`src/rtl/pulse_cmd_loader_if.sv`:
```
// Byte-stream ingress and show-ahead FIFO read side of the pulse command loader.
// Latency: none (wires only).
// Backpressure: s_byte_ready gates the byte stream; fifo_empty gates fifo_read.
// Ports: s_byte_data/s_byte_valid/s_byte_ready - host byte handshake;
//        fifo_empty/fifo_data/fifo_read/fifo_level - pulse_gen facing FIFO side.
interface pulse_cmd_loader_if #(
  parameter int DEPTH_LOG2 = 4
);
  logic [7:0]          s_byte_data;
  logic                s_byte_valid;
  logic                s_byte_ready;
  logic                fifo_empty;
  logic [31:0]         fifo_data;
  logic                fifo_read;
  logic [DEPTH_LOG2:0] fifo_level;

  // Host and pulse_gen side
  modport master (
    output s_byte_data, s_byte_valid, fifo_read,
    input  s_byte_ready, fifo_empty, fifo_data, fifo_level
  );

  // Loader side
  modport slave (
    input  s_byte_data, s_byte_valid, fifo_read,
    output s_byte_ready, fifo_empty, fifo_data, fifo_level
  );
endinterface

```
`src/rtl/pulse_cmd_loader.sv`:
```
// Assembles host bytes (MSB first) into 32-bit pulse commands, drops illegal codes, buffers legal ones.
// Latency: 4th byte accepted at edge N -> word visible on fifo_data after edge N; pop visible after its edge.
// Backpressure: s_byte_ready drops only while the 4th byte waits on a full FIFO; the idle timeout is frozen then.
// Ports: clk, rst (async, active-low); bus (slave modport: byte handshake + FIFO read side);
//        err_clr (sync clear of counters); err_bad_cmd / err_timeout (saturating 8-bit error counts).
module pulse_cmd_loader #(
  parameter int DEPTH_LOG2     = 4,
  parameter int TIMEOUT_CYCLES = 1024
) (
  input  logic               clk,
  input  logic               rst,
  pulse_cmd_loader_if.slave  bus,
  input  logic               err_clr,
  output logic [7:0]         err_bad_cmd,
  output logic [7:0]         err_timeout
);

  localparam logic [15:0]         TMO_LIMIT = 16'(TIMEOUT_CYCLES);
  localparam logic [DEPTH_LOG2:0] PTR_MSB   = {1'b1, {DEPTH_LOG2{1'b0}}};

  logic                  run_q;
  logic [1:0]            idx_q, idx_d;
  logic [23:0]           word_q, word_d;
  logic [15:0]           tmo_q, tmo_d;
  logic [DEPTH_LOG2:0]   wr_ptr_q, wr_ptr_d;
  logic [DEPTH_LOG2:0]   rd_ptr_q, rd_ptr_d;
  logic [7:0]            bad_q, bad_d;
  logic [7:0]            tmo_err_q, tmo_err_d;
  logic [31:0]           mem [0:(1<<DEPTH_LOG2)-1];

  logic fifo_full, fifo_empty_w, stall, ready, accept, last;
  logic cmd_legal, push, drop, pop, tmo_fire;

  assign fifo_full    = (wr_ptr_q ^ rd_ptr_q) == PTR_MSB;
  assign fifo_empty_w = wr_ptr_q == rd_ptr_q;
  // Only the completing byte needs a free slot; earlier bytes just sit in word_q.
  assign stall        = (idx_q == 2'd3) && fifo_full;
  assign ready        = run_q && !stall;
  assign accept       = bus.s_byte_valid && ready;
  assign last         = accept && (idx_q == 2'd3);
  assign cmd_legal    = word_q[23:16] <= 8'd2;
  assign push         = last && cmd_legal;
  assign drop         = last && !cmd_legal;
  assign pop          = bus.fifo_read && !fifo_empty_w;

  always_comb begin
    tmo_d    = tmo_q;
    tmo_fire = 1'b0;
    if (accept || idx_q == 2'd0) begin
      tmo_d = 16'd0;
    end else if (!stall) begin
      if (tmo_q + 16'd1 == TMO_LIMIT) begin
        tmo_fire = 1'b1;
        tmo_d    = 16'd0;
      end else begin
        tmo_d = tmo_q + 16'd1;
      end
    end
  end

  always_comb begin
    idx_d  = idx_q;
    word_d = word_q;
    if (tmo_fire) begin
      idx_d = 2'd0;
    end else if (accept) begin
      idx_d  = idx_q + 2'd1;
      // Shift register: after three bytes word_q holds byte0..byte2, stale bytes fall out.
      word_d = {word_q[15:0], bus.s_byte_data};
    end
  end

  assign wr_ptr_d = wr_ptr_q + {{DEPTH_LOG2{1'b0}}, push};
  assign rd_ptr_d = rd_ptr_q + {{DEPTH_LOG2{1'b0}}, pop};

  always_comb begin
    bad_d     = bad_q;
    tmo_err_d = tmo_err_q;
    if (err_clr) begin
      bad_d     = 8'd0;
      tmo_err_d = 8'd0;
    end else begin
      if (drop && bad_q != 8'hFF)         bad_d     = bad_q + 8'd1;
      if (tmo_fire && tmo_err_q != 8'hFF) tmo_err_d = tmo_err_q + 8'd1;
    end
  end

  always_ff @(posedge clk or negedge rst) begin
    if (!rst) begin
      run_q     <= 1'b0;
      idx_q     <= 2'd0;
      word_q    <= 24'd0;
      tmo_q     <= 16'd0;
      wr_ptr_q  <= '0;
      rd_ptr_q  <= '0;
      bad_q     <= 8'd0;
      tmo_err_q <= 8'd0;
    end else begin
      run_q     <= 1'b1;
      idx_q     <= idx_d;
      word_q    <= word_d;
      tmo_q     <= tmo_d;
      wr_ptr_q  <= wr_ptr_d;
      rd_ptr_q  <= rd_ptr_d;
      bad_q     <= bad_d;
      tmo_err_q <= tmo_err_d;
    end
  end

  // Storage is not reset; the pointers alone define what is valid.
  always_ff @(posedge clk) begin
    if (push) mem[wr_ptr_q[DEPTH_LOG2-1:0]] <= {word_q, bus.s_byte_data};
  end

  assign bus.s_byte_ready = ready;
  assign bus.fifo_empty   = fifo_empty_w;
  assign bus.fifo_data    = mem[rd_ptr_q[DEPTH_LOG2-1:0]];
  assign bus.fifo_level   = wr_ptr_q - rd_ptr_q;
  assign err_bad_cmd      = bad_q;
  assign err_timeout      = tmo_err_q;

endmodule

```
`src/flat_wrapper.sv`:
```
// flat-port wrapper written by rule: the top's interface ports become plain ports
module pulse_cmd_loader_flat 
#(
  parameter int DEPTH_LOG2     = 4,
  parameter int TIMEOUT_CYCLES = 1024
)
  (clk, rst, err_clr, err_bad_cmd, err_timeout, bus_s_byte_data, bus_s_byte_valid, bus_fifo_read, bus_s_byte_ready, bus_fifo_empty, bus_fifo_data, bus_fifo_level);
  pulse_cmd_loader_if #(.DEPTH_LOG2(DEPTH_LOG2)) bus_i ();
  input  logic clk;
  input  logic rst;
  input  logic err_clr;
  output logic [7:0] err_bad_cmd;
  output logic [7:0] err_timeout;
  input wire logic [$bits(bus_i.s_byte_data)-1:0] bus_s_byte_data;
  input wire logic [$bits(bus_i.s_byte_valid)-1:0] bus_s_byte_valid;
  input wire logic [$bits(bus_i.fifo_read)-1:0] bus_fifo_read;
  output wire logic [$bits(bus_i.s_byte_ready)-1:0] bus_s_byte_ready;
  output wire logic [$bits(bus_i.fifo_empty)-1:0] bus_fifo_empty;
  output wire logic [$bits(bus_i.fifo_data)-1:0] bus_fifo_data;
  output wire logic [$bits(bus_i.fifo_level)-1:0] bus_fifo_level;
  assign bus_i.s_byte_data = bus_s_byte_data;
  assign bus_i.s_byte_valid = bus_s_byte_valid;
  assign bus_i.fifo_read = bus_fifo_read;
  assign bus_s_byte_ready = bus_i.s_byte_ready;
  assign bus_fifo_empty = bus_i.fifo_empty;
  assign bus_fifo_data = bus_i.fifo_data;
  assign bus_fifo_level = bus_i.fifo_level;
  pulse_cmd_loader #(.DEPTH_LOG2(DEPTH_LOG2), .TIMEOUT_CYCLES(TIMEOUT_CYCLES)) u_core (.clk(clk), .rst(rst), .bus(bus_i), .err_clr(err_clr), .err_bad_cmd(err_bad_cmd), .err_timeout(err_timeout));
endmodule
```
`config.mk`:
```
export PLATFORM = sky130hd
export DESIGN_NAME = pulse_cmd_loader_flat
export DESIGN_NICKNAME = d
export VERILOG_FILES = /design/src/rtl/pulse_cmd_loader_if.sv /design/src/rtl/pulse_cmd_loader.sv /design/src/flat_wrapper.sv
export SDC_FILE = /design/constraint.sdc
export NUM_CORES = 1
export LEC_CHECK = 0
export CAP_MARGIN = 20
export CORE_MARGIN = 2
export CORE_UTILIZATION = 55
export DETAILED_ROUTE_END_ITERATION = 10
export GPL_TIMING_DRIVEN = 0
export PLACE_DENSITY = 0.81
export SYNTH_ARGS = -nofsm -noshare
export SYNTH_HDL_FRONTEND = slang
export SYNTH_SLANG_ARGS = --single-unit
```
`constraint.sdc`:
```
create_clock -name clk -period 7.5 [get_ports clk]
set_input_delay 0.75 -clock clk [delete_from_list [all_inputs] [get_ports clk]]
set_output_delay 0.75 -clock clk [all_outputs]
set_load 0.005 [all_outputs]
```
==> results.txt, run 1 <==
Status -> completed
Req. time, crit path -> 7790 ps
Final period util -> 71.0%
Max Clock Freq -> 188 MHz
Core ar. -> 40800 µm²
Async SR Flop Fraction -> 11.9%
Io pins -> 68
Num rows -> 74
Area Overhead vs Synth -> 17.6%
Fillers -> 2520
Die area -> 43000 µm²
H-tree depth -> 2
Hpwl dp -> 31.5 mm
Met1 Track Usage GR -> 33.9%
Worst Hold Slack -> 470 ps
CP Capture Type -> flip-flop
Final global-route overflow total -> 0
Layout Skew -> 37.0 ps
Synth area leaders -> edfxtp_1 (68%), mux4_2 (16%), dfrtp_1 (7.6%), mux2_2 (1.2%), ha_1 (0.71%)
Post-synth top area share -> 67.5%
Clock sink total -> 581
Warnings, synthesis -> 0
Crit path time final -> 5320 ps
Synthesized cell area -> 22800 µm²
CTS Root Cell -> clkbuf_16
Met2 usage -> 41.1%
Initial antenna violation count -> 0
CTS max path bufs -> 3
First-pass DRT Iterations -> 5
DR vias -> 11900
Post-DRT Antenna Nets -> 0
PD cells -> 349 nW/µm²
Hold/Removal Path Class -> in -> async
Syn_nets -> 1102
Slew @ Worst Pin -> 1120 ps
Crit-path cells -> clkbuf_1 > buf_1 > inv_1 > ha_1 > nand4_1 > or3b_2 > clkbuf_1 > and3_1 > clkbuf_1 > and3_1 > clkbuf_1 > nand3_1 > nor2_4 > buf_16
# DRC -> 0
Routed length per instance -> 29.8 µm
Number of global-route vias before repair -> 12200
CTS resizes -> 0
CP Launch Type -> flip-flop
Max cap viols -> 0
CP peak stage delay -> 790 ps
Final Hold Fails -> 0
CTS Buf Count -> 56
Crit path max-delay cell type -> buf_1
Detailed-route vias per instance -> 6.54
Clk_lat worst skew -> 630 ps
Largest net degree at the start of global routing -> 69
Worst endpoint data arrival time -> 5620 ps
RSZ-0062 raised after global routing -> no
Setup Viol. Count Final -> 0
Final core utilization -> 65.5%
GRT Total Usage -> 25.4%
GP Congestion -> 0.798
Leak pwr -> 0.00879 µW
Die width -> 207 µm
Worst-path clk slew -> 70 ps
Crit path kind -> reg -> reg
Worst reg-to-reg setup slack -> 2180 ps
Leading area contributor after synthesis -> edfxtp_1
Post-placement cell area -> 24700 µm²
Fraction of layout cells with a size suffix above 1 -> 26.2%
CP max FO -> 17
CTS tree -> done
Sequential Area -> 17100 µm²
Final Max Slew Viols -> 0
Post-synth EDFFs -> 512
Gr busiest metal -> met2
Layout Cell Area excl Fill -> 26800 µm²
Starting DRT DRC Count -> 1489
#FFs+latches synth -> 581
Met3 Use GR -> 6.57%
Synthesized instance count -> 1075
Slew headroom -> 23.6%
Starting density of the core -> 55.7%
Worst vdd ir -> 0.000211 V
First-pass GRT wire length -> 79.5 mm
Multi-input logic area -> 5510 µm²
Diodes inserted -> 0
Die Span Y -> 207 µm
Port-buffer cells -> 66
NumNets Final -> 1268
Yosys cell types -> 52
WL final -> 54.3 mm
CP most frequent cell -> clkbuf_1
Avg Cell Area, Syn -> 21.2 µm²
Seq/Total Area, Yosys -> 75.1%
Top_reg_cell synth -> edfxtp_1
==> Yosys cell counts, drive strengths merged, types with 2 or more instances <==
library cell / count
mux4: 160
buf: 24
a21oi: 10
a31oi: 6
or2: 2
xor2: 12
or3: 5
nand3: 25
dfrtp: 69
a2111oi: 2
mux2: 25
nor4: 5
mux2i: 2
a21o: 2
nand2b: 3
nand2: 27
nor3: 9
ha: 13
clkbuf: 29
a211o: 2
nand4: 12
xnor2: 7
edfxtp: 512
or4: 6
and2: 6
o31ai: 7
nor2b: 3
nor2: 35
inv: 13
and3: 12
o21ai: 16
==> cells by family (layout without fill, tap and decap cells) <==
kind of cell	Yosys count	in the layout	synth area share (%)
other	1	1	0.0165
buffers and inverters	66	279	1.13
multiplexers	187	187	17.2
AO/OA/AOI/OAI	52	52	1.45
XOR/XNOR	19	19	0.731
AND/OR/NAND/NOR	155	155	3.59
flip-flops	581	581	75.1
adder cells (fa/ha/maj)	14	14	0.803
==> cell usage in the layout (no fill, tap or decap), types with 13 or more instances in the layout <==
cell type,Yosys,routed
clkbuf_1,29,47
nand3_1,24,24
buf_6,1,17
dfrtp_1,69,69
buf_1,21,21
mux2_2,25,25
mux4_2,160,160
clkbuf_16,0,56
o21ai_0,16,16
edfxtp_1,512,512
ha_1,13,13
nand2_1,27,27
nor2_1,35,23
clkdlybuf4s50_1,0,65
==> final timing paths <==
kind / start / to / cells after the start
max: u_core.rd_ptr_q[3] / u_core.mem[11][25] / 14
min: rst / u_core.err_bad_cmd[5] / 2
max reg2reg: u_core.rd_ptr_q[3] / u_core.mem[11][25] / 14
min reg2reg: u_core.wr_ptr_q[4] / u_core.wr_ptr_q[4] / 1
max in group asynchronous: rst / u_core.word_q[18] / 3
min in group clk: u_core.wr_ptr_q[4] / u_core.wr_ptr_q[4] / 1
==> where the power goes <==
group | internal (µW) | total (µW) | switching (µW)
sequential | 3710 | 3930 | 216
combinational | 1400 | 2570 | 1170
clock | 1620 | 2850 | 1230
total | 6730 | 9340 | 2610
==> final cells by class <==
type / count / area share [%]
sequential: 581 / 63.9
timing repair buffer: 108 / 5.07
clock inverter: 22 / 1.03
inverter: 13 / 0.182
tap: 532 / 2.49
multi-input combinational: 428 / 20.6
clock buffer: 83 / 5.95
buffer: 53 / 0.781
==> worst max-delay path, delay by kind of cell, from the launching register on <==
kind	cells	cell delay [ps]
buffers and inverters	7	2460
AND/OR/NAND/NOR	6	1780
adder cells (fa/ha/maj)	1	380
flip-flops	1	370
==> metal layers <==
layer	routed length (µm)	vias to the layer above
met5	0	-
met3	5130	137
met2	27100	743
li1	-	4799
met1	20200	6221
met4	1870	0
==> stage by stage <==
step,std cells,setup TNS [ps],total power [µW],worst slack [ps]
final,1820,0,9340,2180
after global routing,1820,0,9650,2030
after CTS,1809,0,9280,2370
after detailed placement,1703,0,6440,2490
after global placement,1673,-163900,6340,-1290
after floorplan,1075,0,5380,2230
==> timing repair <==
item,4_1_cts,5_1_grt
hold buffers,1,0
endpoints found under the hold margin,1,0
setup buffers,0,0
==> state kept, by name, indices dropped and copies added, names as in the netlist <==
signal,cells
u_core.mem,512
u_core.word_q,24
u_core.tmo_q,16
u_core.err_bad_cmd,8
u_core.err_timeout,8
u_core.rd_ptr_q,5
u_core.wr_ptr_q,5
u_core.idx_q,2
u_core.run_q,1
Power figures use the tool's default switching activity.
==> run 2: changes to the inputs <==
PLACE_DENSITY = 0.84   (was 0.81)
clock period = 4.55 ns   (was 7.5 ns; I/O delays follow)
==> run 2 against run 1 <==
  * The flow now finishes with violations (negative hold slack)
  * Final area is 0.80% higher
  * Routed wire length is 3.6% higher
  * First-iteration DRC count is 17% higher
  * Worst setup slack worse by 2000 ps
  * Die area stayed put
  * Final cell count is 0.22% lower
  * Via count hardly changed
  * Sequential cell count stayed put
  * Sequential power is 66% higher
  * Clock-buffer cell count is 3 lower
  * Highest routed layer unchanged
==> results.txt, run 2 (synthesized netlist as in run 1, its figures left out) <==
Die Span Y -> 207 µm (unchanged)
Hold/Removal Path Class -> in -> async
Detailed-route vias per instance -> 6.55 (+0.24%)
Max reg flops -> 512 (unchanged)
Clk_lat worst skew -> 610 ps (-20 ps)
Leak pwr -> 0.00884 µW (+0.58%)
Number of global-route vias before repair -> 12600 (+3.0%)
CP Launch Type -> flip-flop
Starting DRT DRC Count -> 1735 (+17%)
Crit path time final -> 4390 ps
Post-Place Cells -> 1693 (-0.59%)
Num rows -> 74 (unchanged)
Largest net degree at the start of global routing -> 70 (+1.4%)
DR vias -> 11900 (+0.017%)
CTS tree -> done
CP Capture Type -> output port
CTS Buf Count -> 55 (-1.8%)
# DRC -> 0 (unchanged)
GP Congestion -> 0.815 (+2.1%)
Most frequent cells in the layout -> edfxtp_1 (512), mux4_2 (160), dfrtp_1 (67)
NumNets Final -> 1266 (-0.16%)
Io pins -> 68 (unchanged)
Diodes inserted -> 0 (unchanged)
CP max FO -> 10 (-7)
Die width -> 207 µm (unchanged)
Crit path kind -> reg -> out
Worst Hold Slack -> -19.1 ps (-489 ps)
CTS Root Cell -> clkbuf_16
CTS max path bufs -> 3 (unchanged)
Worst endpoint data arrival time -> 3940 ps (-1680 ps)
Post-DRT Antenna Nets -> 0 (unchanged)
Hpwl dp -> 32.0 mm (+1.8%)
Final period util -> 96.5%
Slew headroom -> 26.2% (+2.6 points)
Final Max Slew Viols -> 0 (unchanged)
First-pass GRT wire length -> 83.5 mm (+5.0%)
Layout Skew -> 13.8 ps (-23.2 ps)
Routed length per instance -> 31.0 µm (+3.8%)
Worst vdd ir -> 0.000319 V (+51%)
Status -> finished, violations left
Finished Layout Cells -> 1816 (-0.22%)
Starting density of the core -> 55.7% (unchanged)
Port-buffer cells -> 66 (unchanged)
PD cells -> 567 nW/µm² (+62%)
Final Hold Fails -> 15 (+15)
WL final -> 56.3 mm (+3.6%)
Worst-path clk slew -> 60 ps (about the same)
Area Overhead vs Synth -> 18.5%
Multi-input logic area -> 5560 µm² (+0.82%)
Final global-route overflow total -> 0 (unchanged)
Max cap viols -> 0 (unchanged)
Initial antenna violation count -> 0 (unchanged)
Clock sink total -> 581 (unchanged)
Die area -> 43000 µm² (unchanged)
Slew @ Worst Pin -> 1110 ps (-10.6 ps)
Core ar. -> 40800 µm² (unchanged)
Setup Viol. Count Final -> 0 (unchanged)
Req. time, crit path -> 4090 ps (-3700 ps)
Fillers -> 2480 (-1.6%)
Violated checks -> negative hold slack
Fraction of layout cells with a size suffix above 1 -> 28.0% (+1.9 points)
GRT Total Usage -> 26.7% (+1.3 points)
Most common cell after layout, fill and taps aside -> edfxtp_1
Sequential Area -> 17100 µm² (about the same)
H-tree depth -> 2 (unchanged)
Max Clock Freq -> 228 MHz
RSZ-0062 raised after global routing -> no
TNS Setup -> 0 ps (unchanged)
First-pass DRT Iterations -> 8 (+3)
CTS Hold Bufs -> 0 (-1)
## run 2: cell types whose count changed in the layout (fill, tap and decap cells not counted), sizes merged
| cell | previous run | this run |
|---|---|---|
| clkbuf | 112 | 113 |
| dlygate4sd3 | 1 | 0 |
| bufinv | 4 | 5 |
| clkinvlp | 2 | 3 |
| clkdlybuf4s15 | 0 | 6 |
| inv | 16 | 14 |
| buf | 66 | 56 |
## run 2: worst max-delay path: stages (launching register included)
cell	delay [ps]
dfrtp_1	500
clkbuf_1	540
clkdlybuf4s15_2	660
mux4_2	610
mux4_2	550
clkdlybuf4s50_1	470
## run 2: what timing repair did
item	4_1_cts	5_1_grt
buffers inserted	18	1
resized for setup	20	16
pin swaps	15	1
endpoints found under the setup margin	539	383
hold endpoints to repair	0	0
## run 2: worst paths after layout
kind | from | end | slack [ps] | cells past startpoint
min reg2reg | u_core.wr_ptr_q[4] | u_core.wr_ptr_q[4] | 500 | 1
min | rst | u_core.err_bad_cmd[5] | -20 | 1
min in group clk | err_clr | u_core.err_timeout[0] | 210 | 2
max in group asynchronous | rst | u_core.rd_ptr_q[1] | 3850 | 1
max reg2reg | u_core.rd_ptr_q[1] | u_core.mem[2][6] | 210 | 15
max | u_core.rd_ptr_q[0] | bus_fifo_data[28] | 160 | 5
## run 2: cell type report
type,count,area share (%)
buffer,52,0.988
clock buffer,80,5.86
clock inverter,22,0.928
inverter,13,0.181
multi-input combinational,428,20.6
sequential,581,63.4
tap,532,2.47
timing repair buffer,108,5.57
## run 2: layer usage
metal | vias to the layer above | part of all wire, % | GRT usage (%)
met5 | - | 0 | 0
met4 | 0 | 3.5 | 10.1
met3 | 144 | 9.5 | 6.08
met2 | 772 | 51 | 44.1
met1 | 6189 | 36 | 35.1
li1 | 4797 | - | -
## run 2: power breakdown
part           internal, µW  switching (µW)  total, µW
Sequential             6120             389       6510
Combinational          2220            1890       4110
Clock                  2690            1970       4660
## run 2: per-stage QoR
step / setup WS, ps / instance area, µm² / total power [µW] / hold slack (ps) / utilization [%]
2_1_floorplan: 135 / 22800 / 8860 / 159 / -
3_3_place_gp: -2250 / 24100 / 10400 / 486 / 59.0
3_5_place_dp: -775 / 24700 / 10600 / 500 / 60.6
4_1_cts: -28.1 / 26900 / 15300 / 22.9 / 65.9
5_1_grt: 45.4 / 27000 / 15800 / 57.4 / 66.1
6_report: 159 / 27000 / 15300 / -19.1 / 66.1
